==> config.mk <==
export PLATFORM = sky130hd
export DESIGN_NAME = aurora_6466b_link_watchdog
export DESIGN_NICKNAME = d
export VERILOG_FILES = /design/src/rtl/aurora_6466b_link_watchdog.sv
export SDC_FILE = /design/constraint.sdc
export NUM_CORES = 1
export LEC_CHECK = 0
export CORE_MARGIN = 8
export CORE_UTILIZATION = 40
export CTS_CLUSTER_DIAMETER = 80
export DETAILED_ROUTE_END_ITERATION = 12
export DONT_BUFFER_PORTS = 1
export SETUP_SLACK_MARGIN = 0.3
export SLEW_MARGIN = 20
export SYNTH_ARGS = -nofsm -noshare
export SYNTH_HDL_FRONTEND = slang
export SYNTH_SLANG_ARGS = --single-unit
==> constraint.sdc <==
create_clock -name clk -period 2.8 [get_ports clk]
set_clock_uncertainty 0.05 [all_clocks]
set_input_delay 0.14 -clock clk [delete_from_list [all_inputs] [get_ports clk]]
set_output_delay 0.14 -clock clk [all_outputs]
set_load 0.02 [all_outputs]
==> src/rtl/aurora_6466b_link_watchdog.sv <==
// Aurora 64B/66B link supervisor: waits for channel_up after core reset, filters
// channel drops, pulses soft_rst on loss/timeout/hard error, gives up after MAX_RETRY.
//
// state     | meaning
// IDLE      | supervision disabled
// WAIT_RST  | waiting for reset_pb to release
// WAIT_UP   | waiting for channel_up, bounded by UP_TIMEOUT
// UP        | link stable
// DOWN_FILT | channel_up dropped, filtering for DOWN_FILTER cycles
// RESET     | soft_rst pulse, SOFT_RST_LEN cycles
// FAIL      | retries exhausted, soft_rst held until clear
module aurora_6466b_link_watchdog #(
  parameter int UP_TIMEOUT   = 65536,
  parameter int DOWN_FILTER  = 64,
  parameter int SOFT_RST_LEN = 16,
  parameter int MAX_RETRY    = 8
) (
  input  logic        clk,
  input  logic        rst_n,
  input  logic        enable,
  input  logic        clear,
  input  logic        reset_pb,
  input  logic        channel_up,
  input  logic        hard_err,
  output logic        soft_rst,
  output logic        link_ok,
  output logic        link_fail,
  output logic [7:0]  retry_cnt,
  output logic [15:0] total_retry,
  output logic [2:0]  state
);

  localparam logic [2:0] IDLE      = 3'd0;
  localparam logic [2:0] WAIT_RST  = 3'd1;
  localparam logic [2:0] WAIT_UP   = 3'd2;
  localparam logic [2:0] UP        = 3'd3;
  localparam logic [2:0] DOWN_FILT = 3'd4;
  localparam logic [2:0] RESET     = 3'd5;
  localparam logic [2:0] FAIL      = 3'd6;

  // The reset pulse length shares the timer, so it takes part in the sizing too.
  localparam int TMAX0 = (UP_TIMEOUT > DOWN_FILTER) ? UP_TIMEOUT : DOWN_FILTER;
  localparam int TMAX  = (TMAX0 > SOFT_RST_LEN) ? TMAX0 : SOFT_RST_LEN;
  localparam int TW    = (TMAX > 2) ? $clog2(TMAX) : 1;

  localparam logic [TW-1:0] UP_LAST  = TW'(UP_TIMEOUT - 1);
  localparam logic [TW-1:0] DN_LAST  = TW'(DOWN_FILTER - 1);
  localparam logic [TW-1:0] RST_LAST = TW'(SOFT_RST_LEN - 1);
  localparam logic [7:0]    RETRY_LIM = 8'(MAX_RETRY);

  logic          cu_s1_q, cu_s1_d, cu_s2_q, cu_s2_d;
  logic          he_s1_q, he_s1_d, he_s2_q, he_s2_d;
  logic [2:0]    state_q, state_d;
  logic [TW-1:0] timer_q, timer_d;
  logic [7:0]    retry_cnt_q, retry_cnt_d;
  logic [15:0]   total_retry_q, total_retry_d;
  logic          soft_rst_q, soft_rst_d;
  logic          link_ok_q, link_ok_d;
  logic          link_fail_q, link_fail_d;

  always_comb begin
    cu_s1_d = channel_up;
    cu_s2_d = cu_s1_q;
    he_s1_d = hard_err;
    he_s2_d = he_s1_q;

    state_d = state_q;
    case (state_q)
      IDLE:      if (enable) state_d = WAIT_RST;
      WAIT_RST:  if (!reset_pb) state_d = WAIT_UP;
      WAIT_UP: begin
        if (cu_s2_q)                 state_d = UP;
        else if (timer_q == UP_LAST) state_d = RESET;
      end
      UP: begin
        if (he_s2_q)       state_d = RESET;
        else if (!cu_s2_q) state_d = DOWN_FILT;
      end
      DOWN_FILT: begin
        if (cu_s2_q)                             state_d = UP;
        else if (he_s2_q || timer_q == DN_LAST)  state_d = RESET;
      end
      RESET: begin
        if (timer_q == RST_LAST) begin
          if (MAX_RETRY != 0 && retry_cnt_q >= RETRY_LIM) state_d = FAIL;
          else                                             state_d = WAIT_RST;
        end
      end
      FAIL:      if (clear) state_d = WAIT_RST;
      default:   state_d = IDLE;
    endcase
    if (!enable) state_d = IDLE;

    if (state_d != state_q)
      timer_d = '0;
    else if (state_q == WAIT_UP || state_q == DOWN_FILT || state_q == RESET)
      timer_d = timer_q + 1'b1;
    else
      timer_d = timer_q;

    retry_cnt_d   = retry_cnt_q;
    total_retry_d = total_retry_q;
    if (state_d == RESET && state_q != RESET) begin
      if (retry_cnt_q != 8'hFF)      retry_cnt_d   = retry_cnt_q + 8'd1;
      if (total_retry_q != 16'hFFFF) total_retry_d = total_retry_q + 16'd1;
    end
    if (state_d == UP && state_q != UP) retry_cnt_d = '0;
    if (clear) begin
      retry_cnt_d   = '0;
      total_retry_d = '0;
    end

    // Outputs decoded from the next state so they line up with state_q.
    soft_rst_d  = (state_d == RESET) || (state_d == FAIL);
    link_ok_d   = (state_d == UP) || (state_d == DOWN_FILT);
    link_fail_d = (state_d == FAIL);
  end

  always_ff @(posedge clk or negedge rst_n) begin
    if (!rst_n) begin
      cu_s1_q       <= 1'b0;
      cu_s2_q       <= 1'b0;
      he_s1_q       <= 1'b0;
      he_s2_q       <= 1'b0;
      state_q       <= IDLE;
      timer_q       <= '0;
      retry_cnt_q   <= '0;
      total_retry_q <= '0;
      soft_rst_q    <= 1'b0;
      link_ok_q     <= 1'b0;
      link_fail_q   <= 1'b0;
    end else begin
      cu_s1_q       <= cu_s1_d;
      cu_s2_q       <= cu_s2_d;
      he_s1_q       <= he_s1_d;
      he_s2_q       <= he_s2_d;
      state_q       <= state_d;
      timer_q       <= timer_d;
      retry_cnt_q   <= retry_cnt_d;
      total_retry_q <= total_retry_d;
      soft_rst_q    <= soft_rst_d;
      link_ok_q     <= link_ok_d;
      link_fail_q   <= link_fail_d;
    end
  end

  assign soft_rst    = soft_rst_q;
  assign link_ok     = link_ok_q;
  assign link_fail   = link_fail_q;
  assign retry_cnt   = retry_cnt_q;
  assign total_retry = total_retry_q;
  assign state       = state_q;

endmodule

==> metrics.md, run 1 <==
| Metric | Value |
|---|---|
| Run status | `finished, violations left` |
| Failing checks | `negative hold slack` |
| Grt total ovfl | `0` |
| Layout Utilization | `51.6%` |
| RSZ-0062 raised after global routing | `true` |
| Die Ht | `101 um` |
| # DRC | `0` |
| WHS | `-0.157 ns` |
| Largest net degree at the start of global routing | `51` |
| Syn_nets | `333` |
| Clock buffer depth | `2` |
| WL final | `7800 um` |
| CTS root buffer | `clkbuf_8` |
| Via count | `2606` |
| Max cap viols | `0` |
| Net count, final | `379` |
| FMAX | `0.376 GHz` |
| Antenna diodes | `0` |
| Gate Count Post-Synth | `322` |
| Avg Cell Area, Syn | `8.93 sq um` |
| Crit Path Category | `reg -> reg` |
| Maximum VDD drop | `0.000262 V` |
| Initial antenna violation count | `0` |
| Clk Latency, worst-skew pair | `0.30 ns` |
| EDFF count, synth | `0` |
| CTS tree | `yes` |
| Post-CTS Hold Fix Bufs | `7` |
| Drt first pass iters | `4` |
| Setup-failing EPs final | `0` |
| Share of post-route cells with drive strength above 1 | `25.7%` |
| Final Wtd Congestion | `0.820` |
| Arr. time, crit path | `2.84 ns` |
| Actual slew at the worst max-slew pin | `0.597 ns` |
| #FFs+latches synth | `50` |
| Mapped Area | `2880 sq um` |
| Lkg Pwr | `1.48 nW` |
| First-pass GRT wire length | `12200 um` |
| Reg clk slew, reported paths | `0.10 ns` |
| Vias in the first global route | `2478` |
| ANT nets after route | `0` |
| Worst path slowest cell | `or4_4` |
| Ys flop type | `dfrtp_1` |
| Detailed Route Iter0 Violations | `106` |
| CP required | `2.98 ns` |
| # rows | `31` |
| Initial Utilization | `40.5%` |
| Rel. slew slack | `59.9%` |
| Clk sinks | `50` |
| Layout filler cell count | `652` |
| Die ar. | `10200 sq um` |
| Drt wl/cell | `16.7 um` |
| Critical path peak fanout | `4` |
| Post-synth cell types | `55` |
| Final instance area | `3660 sq um` |
| IO Pins | `37` |
| Pins Over Slew Limit | `0` |
| Setup TNS Final | `0 ns` |
| DR vias/cell | `5.57` |
| Final Power | `0.00175 W` |
| Cell Chain, Critical Path | `ha_2 > nand4_1 > or4_4 > a211oi_4 > o31ai_4 > buf_4 > a211o_1 > or4_4 > a21oi_2` |
| Hold Vio Cnt, Final | `14` |
| Critical Path Start Type | `register` |
| H-Tree Depth | `2` |
| Fin crit share | `94.9%` |
| Register area share after synthesis | `43.5%` |
| Gr usage total | `14.8%` |
| Port Buffer Count | `0` |
| Final HPWL DP | `5150 um` |
| Final worst path period need | `2.66 ns` |
| Most common cell on crit path | `or4_4` |
| Worst min path class | `in -> reg` |
| Pwr Density | `478 nW/um^2` |
| Async S/R FF share, synth | `100%` |
| Setup crit end kind | `register` |
| Area Overhead vs Synth | `27.4%` |
| Crit-path max cell delay | `0.48 ns` |
| DIE WIDTH | `101 um` |
| Core Region | `7100 sq um` |
| CTS Buf Count | `5` |
| Area after DPL | `3190 sq um` |
| Synth warn | `0` |
sequential cells by signal, indices dropped and copies added (netlist names):
name         flops
cu_s1_q          1
cu_s2_q          1
he_s1_q          1
he_s2_q          1
link_fail        1
link_ok          1
retry_cnt        8
soft_rst         1
state            3
timer_q         16
total_retry     16
through the flow:
step	std cells	setup slack [ns]
6_report	468	0.143
5_1_grt	468	0.0452
4_1_cts	462	0.116
3_5_place_dp	441	0.0688
3_3_place_gp	441	0.117
2_1_floorplan	322	0.221
worst max-delay path: cells and delay by family, from the launching register on:
family / cells / cell delay [ns]
adders and majority gates: 1 / 0.19
AOI/OAI and AO/OA: 4 / 0.79
and+or+nand+nor: 3 / 1.04
buffers and inverters: 1 / 0.16
DFF: 1 / 0.37
per-layer routing:
| metal | share of wire (%) | track usage [%] | wire [um] |
|---|---|---|---|
| met3 | 7.4 | 4.01 | 577 |
| met1 | 43 | 18.9 | 3380 |
| met5 | 0 | 0 | 0 |
| met2 | 49 | 24.4 | 3800 |
| met4 | 0.62 | 2.91 | 48 |
logic make-up (layout without fill, tap and decap cells):
group | count (synthesis) | after routing | share of synthesized area, %
flops | 50 | 50 | 43.5
fa+ha+maj | 4 | 4 | 1.74
compound gates | 74 | 75 | 16.8
buf+inv | 20 | 66 | 3.18
xor+xnor | 16 | 16 | 4.87
mux | 2 | 2 | 0.739
simple gates | 156 | 156 | 29.1
cells in the final DEF, fill, tap and decap left out, drive strengths merged, types with 3 or more instances in the layout:
cell type,n
inv,7
and2,5
and3,8
or4,7
nor2,34
nand2b,7
nand4,15
nand3,17
clkbuf,5
a311oi,3
nor4,5
a211o,3
o31ai,7
xnor2,5
nor3,5
xor2,11
o21ai,18
dlygate4sd3,6
ha,4
and4,3
nor3b,3
a21oi,25
dfrtp,50
nand2,26
buf,46
or3,13
cells in the mapped netlist (2+ instances only):
cell	instances	area (sq um)
dfrtp_1	50	1250
nor2_1	34	128
nand2_1	26	97.6
a21oi_1	25	125
o21ai_0	18	90.1
nand3_1	17	85.1
nand4_1	14	87.6
or3_1	13	81.3
xor2_1	11	96.3
clkbuf_1	10	37.5
and3_1	8	50.1
nand2b_1	7	43.8
inv_1	6	22.5
o31ai_1	6	45.0
or4_1	6	45.0
and2_1	5	31.3
nor3_1	5	25.0
nor4_1	5	31.3
xnor2_1	5	43.8
ha_1	4	50.1
a311oi_1	3	26.3
and4_1	3	26.3
nor3b_1	3	22.5
a211o_1	2	17.5
a21o_1	2	15.0
a2bb2oi_1	2	17.5
buf_6	2	22.5
nor2b_1	2	12.5
o21a_1	2	15.0
where the power goes:
part	internal [W]	switching, W
sequential	0.000742	0.0000273
combinational	0.000204	0.000258
clock	0.000268	0.000253
total	0.00121	0.000538
path summary, 6_finish.rpt:
check	cells past startpoint	slack, ns	endpoint	from
max	9	0.14	total_retry[14]	timer_q[1]
min	1	-0.16	total_retry[9]	clear
max reg2reg	9	0.14	total_retry[14]	timer_q[1]
min reg2reg	0	0.32	he_s2_q	he_s1_q
max in group asynchronous	2	2.18	timer_q[15]	rst_n
min in group asynchronous	2	0.29	soft_rst	rst_n
layout make-up:
type                            count  area (sq um)  share of cell area [%]
Multi-Input combinational cell    253          1710                    46.7
Timing Repair Buffer               52           442                    12.1
Clock buffer                        5          68.8                    1.88
Tap cell                           99           124                    3.38
Sequential cell                    50          1250                    34.2
Clock inverter                      3          43.8                    1.20
Inverter                            6          22.5                   0.615
repair_timing:
| item | 4_1_cts | 5_1_grt |
|---|---|---|
| gates cloned | 0 | 2 |
| setup endpoints to repair | 22 | 42 |
| hold endpoints to repair | 68 | 14 |
| buffers inserted | 6 | 4 |
| pin swaps | 1 | 10 |
| resized for setup | 8 | 38 |
Note: power is estimated with default switching activity, not from simulation.
==> run 2: changes to the inputs <==
CORE_UTILIZATION = 29   (was 40)
==> metrics.md, run 2 (synthesis gave the netlist of run 1 again) <==
| Metric | Value |
|---|---|
| Pins Over Slew Limit | `0 (unchanged)` |
| Drt wl/cell | `15.2 um (-9.1%)` |
| Met2 wire len | `3750 um (-1.3%)` |
| Final instance area | `3700 sq um (+0.89%)` |
| Crit Path Category | `reg -> reg` |
| Pwr Density | `436 nW/um^2 (-8.7%)` |
| Via count | `2647 (+1.6%)` |
| Reg-to-Reg Start | `timer_q[0]` |
| Vias in the first global route | `2471 (-0.28%)` |
| WL final | `7650 um (-1.9%)` |
| Run status | `finished, violations left` |
| Maximum VDD drop | `0.000171 V (-34%)` |
| Critical Path Start Type | `register` |
| Crit path from | `timer_q[0]` |
| Setup crit end kind | `register` |
| Area after DPL | `3210 sq um (+0.39%)` |
| Gr usage total | `11.5% (-3.3 points)` |
| # DRC | `0 (unchanged)` |
| CP required | `2.99 ns (about the same)` |
| Worst min path class | `in -> reg` |
| Clock buffer depth | `2 (unchanged)` |
| FMAX | `0.378 GHz (+0.48%)` |
| Share of post-route cells with drive strength above 1 | `25.5% (-0.21 points)` |
| Failing checks | `negative hold slack` |
| Uppermost layer routed | `met4` |
| First-pass GRT wire length | `12400 um (+1.7%)` |
| Setup TNS Final | `0 ns (unchanged)` |
| Arr. time, crit path | `2.84 ns (about the same)` |
| Final HPWL DP | `5160 um (+0.15%)` |
| CTS Buf Count | `5 (unchanged)` |
| Detailed Route Iter0 Violations | `218 (+110%)` |
| Reg clk slew, reported paths | `0.10 ns (about the same)` |
| Clk Latency, worst-skew pair | `0.31 ns (about the same)` |
| Min-delay src | `clear` |
| Critical path peak fanout | `5 (+1)` |
| Clk sinks | `50 (unchanged)` |
| CTS tree | `yes` |
| Largest net degree at the start of global routing | `51 (unchanged)` |
| Hold Vio Cnt, Final | `14 (unchanged)` |
| Drt first pass iters | `4 (unchanged)` |
| Final Wtd Congestion | `0.811 (-1.1%)` |
| Layout filler cell count | `978 (+50%)` |
| WHS | `-0.184 ns (-0.0270 ns)` |
| Net count, final | `382 (+0.79%)` |
| Met1 wire length | `3320 um (-1.8%)` |
| Die Ht | `116 um (+15%)` |
| Rel. slew slack | `67.2% (+7.3 points)` |
| Initial antenna violation count | `0 (unchanged)` |
| Area Overhead vs Synth | `28.5%` |
| RSZ-0062 raised after global routing | `true` |
| ANT nets after route | `0 (unchanged)` |
| Fin crit share | `94.4% (-0.45 points)` |
| Finished Layout Cells | `505 (+7.9%)` |
| DR vias/cell | `5.24 (-5.9%)` |
| Setup-failing EPs final | `0 (unchanged)` |
| CTS root buffer | `clkbuf_8` |
| Commonest cells after routing, fill and taps aside | `dfrtp_1 (50), buf_4 (43), nor2_1 (33)` |
| Post-CTS Hold Fix Bufs | `7 (unchanged)` |
| Max cap viols | `0 (unchanged)` |
| Port Buffer Count | `0 (unchanged)` |
| Cell Chain, Critical Path | `ha_2 > nand4_1 > or4_4 > a211oi_4 > o31ai_2 > buf_4 > or2_4 > or4_4 > a21oi_2` |
| Commonest non-fill, non-tap cell in the layout | `dfrtp_1` |
| Most common cell on crit path | `or4_4` |
| DIE WIDTH | `116 um (+15%)` |
| Antenna diodes | `0 (unchanged)` |
| Core Region | `9680 sq um (+36%)` |
| Grt total ovfl | `0 (unchanged)` |
| Worst path slowest cell | `or4_4` |
| Lkg Pwr | `1.50 nW (+1.1%)` |
| IO Pins | `37 (unchanged)` |
| Metal3 WL | `474 um (-18%)` |
| Final worst path period need | `2.64 ns (-0.0126 ns)` |
| Number of instances in the placed design | `471 (+6.8%)` |
| Crit-path max cell delay | `0.48 ns (about the same)` |
| H-Tree Depth | `2 (unchanged)` |
| # rows | `36 (+16%)` |
| Initial Utilization | `29.7% (-11 points)` |
| Actual slew at the worst max-slew pin | `0.488 ns (-0.109 ns)` |
| Die ar. | `13400 sq um (+32%)` |
run 2: cell count changes in the layout (fill, tap and decap cells not counted), moves of 2 or more:
cell / before / now
or4_4: 4 / 7
or4_1: 3 / 0
buf_6: 5 / 3
a311oi_1: 1 / 3
nor2_1: 31 / 33
o21ai_0: 14 / 10
buf_4: 39 / 43
o21ai_1: 1 / 7
a311oi_2: 2 / 0
run 2: power by group:
group          total, W  switching [W]  internal (W)
combinational  0.000416       0.000238      0.000178
clock          0.000429       0.000252      0.000177
sequential     0.000768      0.0000256      0.000742
total           0.00161       0.000516       0.00110
run 2: worst max-delay path, delay by kind of cell (launching register included):
family | cells | cell delay, ns
and+or+nand+nor | 4 | 1.33
AOI/OAI and AO/OA | 3 | 0.50
DFF | 1 | 0.36
adders and majority gates | 1 | 0.19
buffers and inverters | 1 | 0.16
run 2: final cells by class:
| class | instances | area [sq um] | area share [%] |
|---|---|---|---|
| flip-flops and latches | 50 | 1250 | 33.9 |
| multi-input cells | 253 | 1690 | 45.6 |
| repair buffers | 55 | 484 | 13.1 |
| well taps | 133 | 166 | 4.50 |
| clock inverters | 2 | 13.8 | 0.372 |
| inverters | 6 | 22.5 | 0.609 |
| clock buffers | 6 | 72.6 | 1.96 |
run 2: metal layers:
layer	up-vias	GRT usage, %
li1	1280	-
met1	1297	13.8
met2	60	19.5
met3	10	3.34
met4	0	3.15
met5	-	0
run 2: what timing repair did:
| action | in CTS | in global routing |
|---|---|---|
| endpoints found under the hold margin | 68 | 14 |
| setup buffers | 13 | 4 |
| gates cloned | 0 | 2 |
| gates resized for setup | 11 | 36 |
| pin swaps | 8 | 6 |
| setup endpoints to repair | 22 | 40 |
run 2: final timing paths:
path / depth (start not counted) / to / slack [ns]
worst min register to register: 0 / he_s2_q / 0.30
worst max-delay path: 9 / retry_cnt[3] / 0.16
max in group asynchronous: 2 / state[1] / 2.17
worst min-delay path: 1 / total_retry[11] / -0.18
worst max register to register: 9 / retry_cnt[3] / 0.16
min in group asynchronous: 2 / total_retry[11] / 0.29
run 2: metrics by stage:
step	total power [W]	utilization, %	worst slack, ns
4_1_cts	0.00160	36.3	0.0962
5_1_grt	0.00171	38.2	0.0364
3_5_place_dp	0.00114	33.1	0.0476
6_report	0.00161	38.2	0.156
2_1_floorplan	0.00101	-	0.221
3_3_place_gp	0.00113	33.1	0.103
==> run 3: changes to the inputs <==
REMOVE_ABC_BUFFERS = 1   (was not set)
==> metrics.md, run 3 (synthesis gave the netlist of run 1 again) <==
| Metric | Value |
|---|---|
| Post-CTS Hold Fix Bufs | `7 (unchanged)` |
| Worst min path class | `in -> reg` |
| Critical path peak fanout | `5 (unchanged)` |
| WHS | `-0.180 ns (+0.00414 ns)` |
| Layout Utilization | `38.9% (+0.72 points)` |
| Drt wl/cell | `15.5 um (+2.2%)` |
| Max cap viols | `0 (unchanged)` |
| Final HPWL DP | `5290 um (+2.6%)` |
| Crit path buf inv count | `0 (-1)` |
| Maximum VDD drop | `0.000203 V (+18%)` |
| R2R Path End | `total_retry[13]` |
| Vias in the first global route | `2616 (+5.9%)` |
| # DRC | `0 (unchanged)` |
| DR vias/cell | `5.21 (-0.63%)` |
| DIE WIDTH | `116 um (unchanged)` |
| Pins Over Slew Limit | `0 (unchanged)` |
| Final Wtd Congestion | `0.796 (-1.8%)` |
| Final Power | `0.00167 W (+3.7%)` |
| Net count, final | `386 (+1.0%)` |
| CTS root buffer | `clkbuf_8` |
| Final worst slack | `0.224 ns (+0.0679 ns)` |
| WL final | `7870 um (+2.8%)` |
| RSZ-0062 raised after global routing | `true` |
| Drt first pass iters | `4 (unchanged)` |
| Failing checks | `negative hold slack` |
| Setup-failing EPs final | `0 (unchanged)` |
| # rows | `36 (unchanged)` |
| Cell Chain, Critical Path | `nand3_1 > or4_4 > a211oi_4 > o31ai_4 > a211o_4 > or4_4 > a21oi_2` |
| Rel. slew slack | `70.1% (+2.9 points)` |
| Clk Latency, worst-skew pair | `0.31 ns (about the same)` |
| IO Pins | `37 (unchanged)` |
| Die Ht | `116 um (unchanged)` |
| Hold Path Stages | `1 (unchanged)` |
| Final instance area | `3770 sq um (+1.9%)` |
| FMAX | `0.388 GHz (+2.6%)` |
| Largest net degree at the start of global routing | `51 (unchanged)` |
| First-pass GRT wire length | `12700 um (+2.7%)` |
| Clk sinks | `50 (unchanged)` |
| Gr usage total | `11.7% (+0.26 points)` |
| Finished Layout Cells | `508 (+0.59%)` |
| R2r setup slk | `0.22 ns (+0.07 ns)` |
| Clock buffer depth | `2 (unchanged)` |
| Via count | `2646 (-0.038%)` |
| Run status | `finished, violations left` |
| CTS Buf Count | `5 (unchanged)` |
| Family with the most delay on the worst path | `simple AND/OR/NAND/NOR gates` |
| Crit-path max cell delay | `0.58 ns (+0.10 ns)` |
| Die ar. | `13400 sq um (unchanged)` |
| Commonest non-fill, non-tap cell in the layout | `dfrtp_1` |
| Actual slew at the worst max-slew pin | `0.447 ns (-0.0413 ns)` |
| Initial Utilization | `29.7% (unchanged)` |
| Number of instances in the placed design | `481 (+2.1%)` |
| CP required | `3.00 ns (about the same)` |
| Worst path slowest cell | `or4_4` |
| Area Overhead vs Synth | `30.9%` |
| Detailed Route Iter0 Violations | `99 (-55%)` |
| Hold Vio Cnt, Final | `14 (unchanged)` |
| Most common cell on crit path | `or4_4` |
| Initial antenna violation count | `0 (unchanged)` |
| Crit Path Category | `reg -> reg` |
| Reg-to-Reg Start | `timer_q[9]` |
| Pwr Density | `444 nW/um^2 (+1.7%)` |
| CTS tree | `yes` |
| Setup crit end kind | `register` |
| Critical Path Start Type | `register` |
| Lkg Pwr | `1.53 nW (+2.1%)` |
| Crit path from | `timer_q[9]` |
| Arr. time, crit path | `2.77 ns (-0.07 ns)` |
| Worst Hold End | `total_retry[8]` |
| Fin crit share | `92.0% (-2.4 points)` |
| ANT nets after route | `0 (unchanged)` |
| Antenna diodes | `0 (unchanged)` |
| FF-to-FF path depth | `7 (-2)` |
| Min-delay src | `clear` |
| Reg clk slew, reported paths | `0.10 ns (about the same)` |
| Placement Setup Slack | `-0.0306 ns (-0.0782 ns)` |
| Core Region | `9680 sq um (unchanged)` |
| Port Buffer Count | `0 (unchanged)` |
| Grt total ovfl | `0 (unchanged)` |
| Final worst path period need | `2.58 ns (-0.0679 ns)` |
| Area after DPL | `3290 sq um (+2.5%)` |
| Commonest cells after routing, fill and taps aside | `dfrtp_1 (50), buf_4 (44), nor2_1 (31)` |
| H-Tree Depth | `2 (unchanged)` |
| Share of post-route cells with drive strength above 1 | `26.9% (+1.4 points)` |
[run 3: cell count changes in the layout (fill, tap and decap cells not counted), moves of 2 or more]
cell / before / now
or4_4: 7 / 4
o21ai_0: 10 / 13
or4_1: 0 / 3
o21ai_1: 7 / 4
nor2_1: 33 / 31
[run 3: power breakdown]
group	leakage (nW)	switching [W]	internal, W	total, W
Clock	0.0444	0.000244	0.000173	0.000417
Sequential	0.686	0.0000246	0.000742	0.000767
Combinational	0.800	0.000269	0.000220	0.000489
[run 3: worst max-delay path by stage]
stage	to	slack, ns	cells after the start
finish	total_retry[13]	0.22	7
global route	total_retry[11]	0.15	9
CTS	total_retry[13]	0.19	8
detailed placement	total_retry[6]	-0.03	9
global placement	total_retry[3]	0.03	10
floorplan	retry_cnt[5]	-0.13	8
[run 3: layout make-up]
cell class / instances / area, sq um
Clock buffer: 5 / 68.8
Clock inverter: 2 / 13.8
Fill cell: 936 / 5920
Inverter: 6 / 22.5
Multi-Input combinational cell: 253 / 1720
Sequential cell: 50 / 1250
Tap cell: 133 / 166
Timing Repair Buffer: 59 / 524
[run 3: layer usage]
layer,GRT usage (%),share of wire (%),vias up
met5,0,0,-
met4,3.15,0.85,0
met3,3.18,5.9,5
met2,19.9,50,50
met1,14.3,43,1307
li1,-,-,1284
[run 3: what timing repair did]
item / 4_1_cts / 5_1_grt
endpoints found under the hold margin: 68 / 14
buffers inserted: 7 / 2
gates resized for setup: 14 / 36
endpoints found under the setup margin: 24 / 42
cloned: 2 / 2
pin swaps: 39 / 8
[run 3: through the flow]
| step | setup TNS, ns | hold slack (ns) |
|---|---|---|
| after floorplan | -0.832 | -0.206 |
| after global placement | 0 | -0.202 |
| after detailed placement | -0.121 | -0.202 |
| final | 0 | -0.180 |
| after CTS | 0 | -0.182 |
| after global routing | 0 | -0.197 |
[run 3: worst reg2reg max path, delay by kind of cell (launching register included)]
kind,cells,cell delay [ns]
flops,1,0.43
compound gates,4,0.87
simple gates,3,1.17
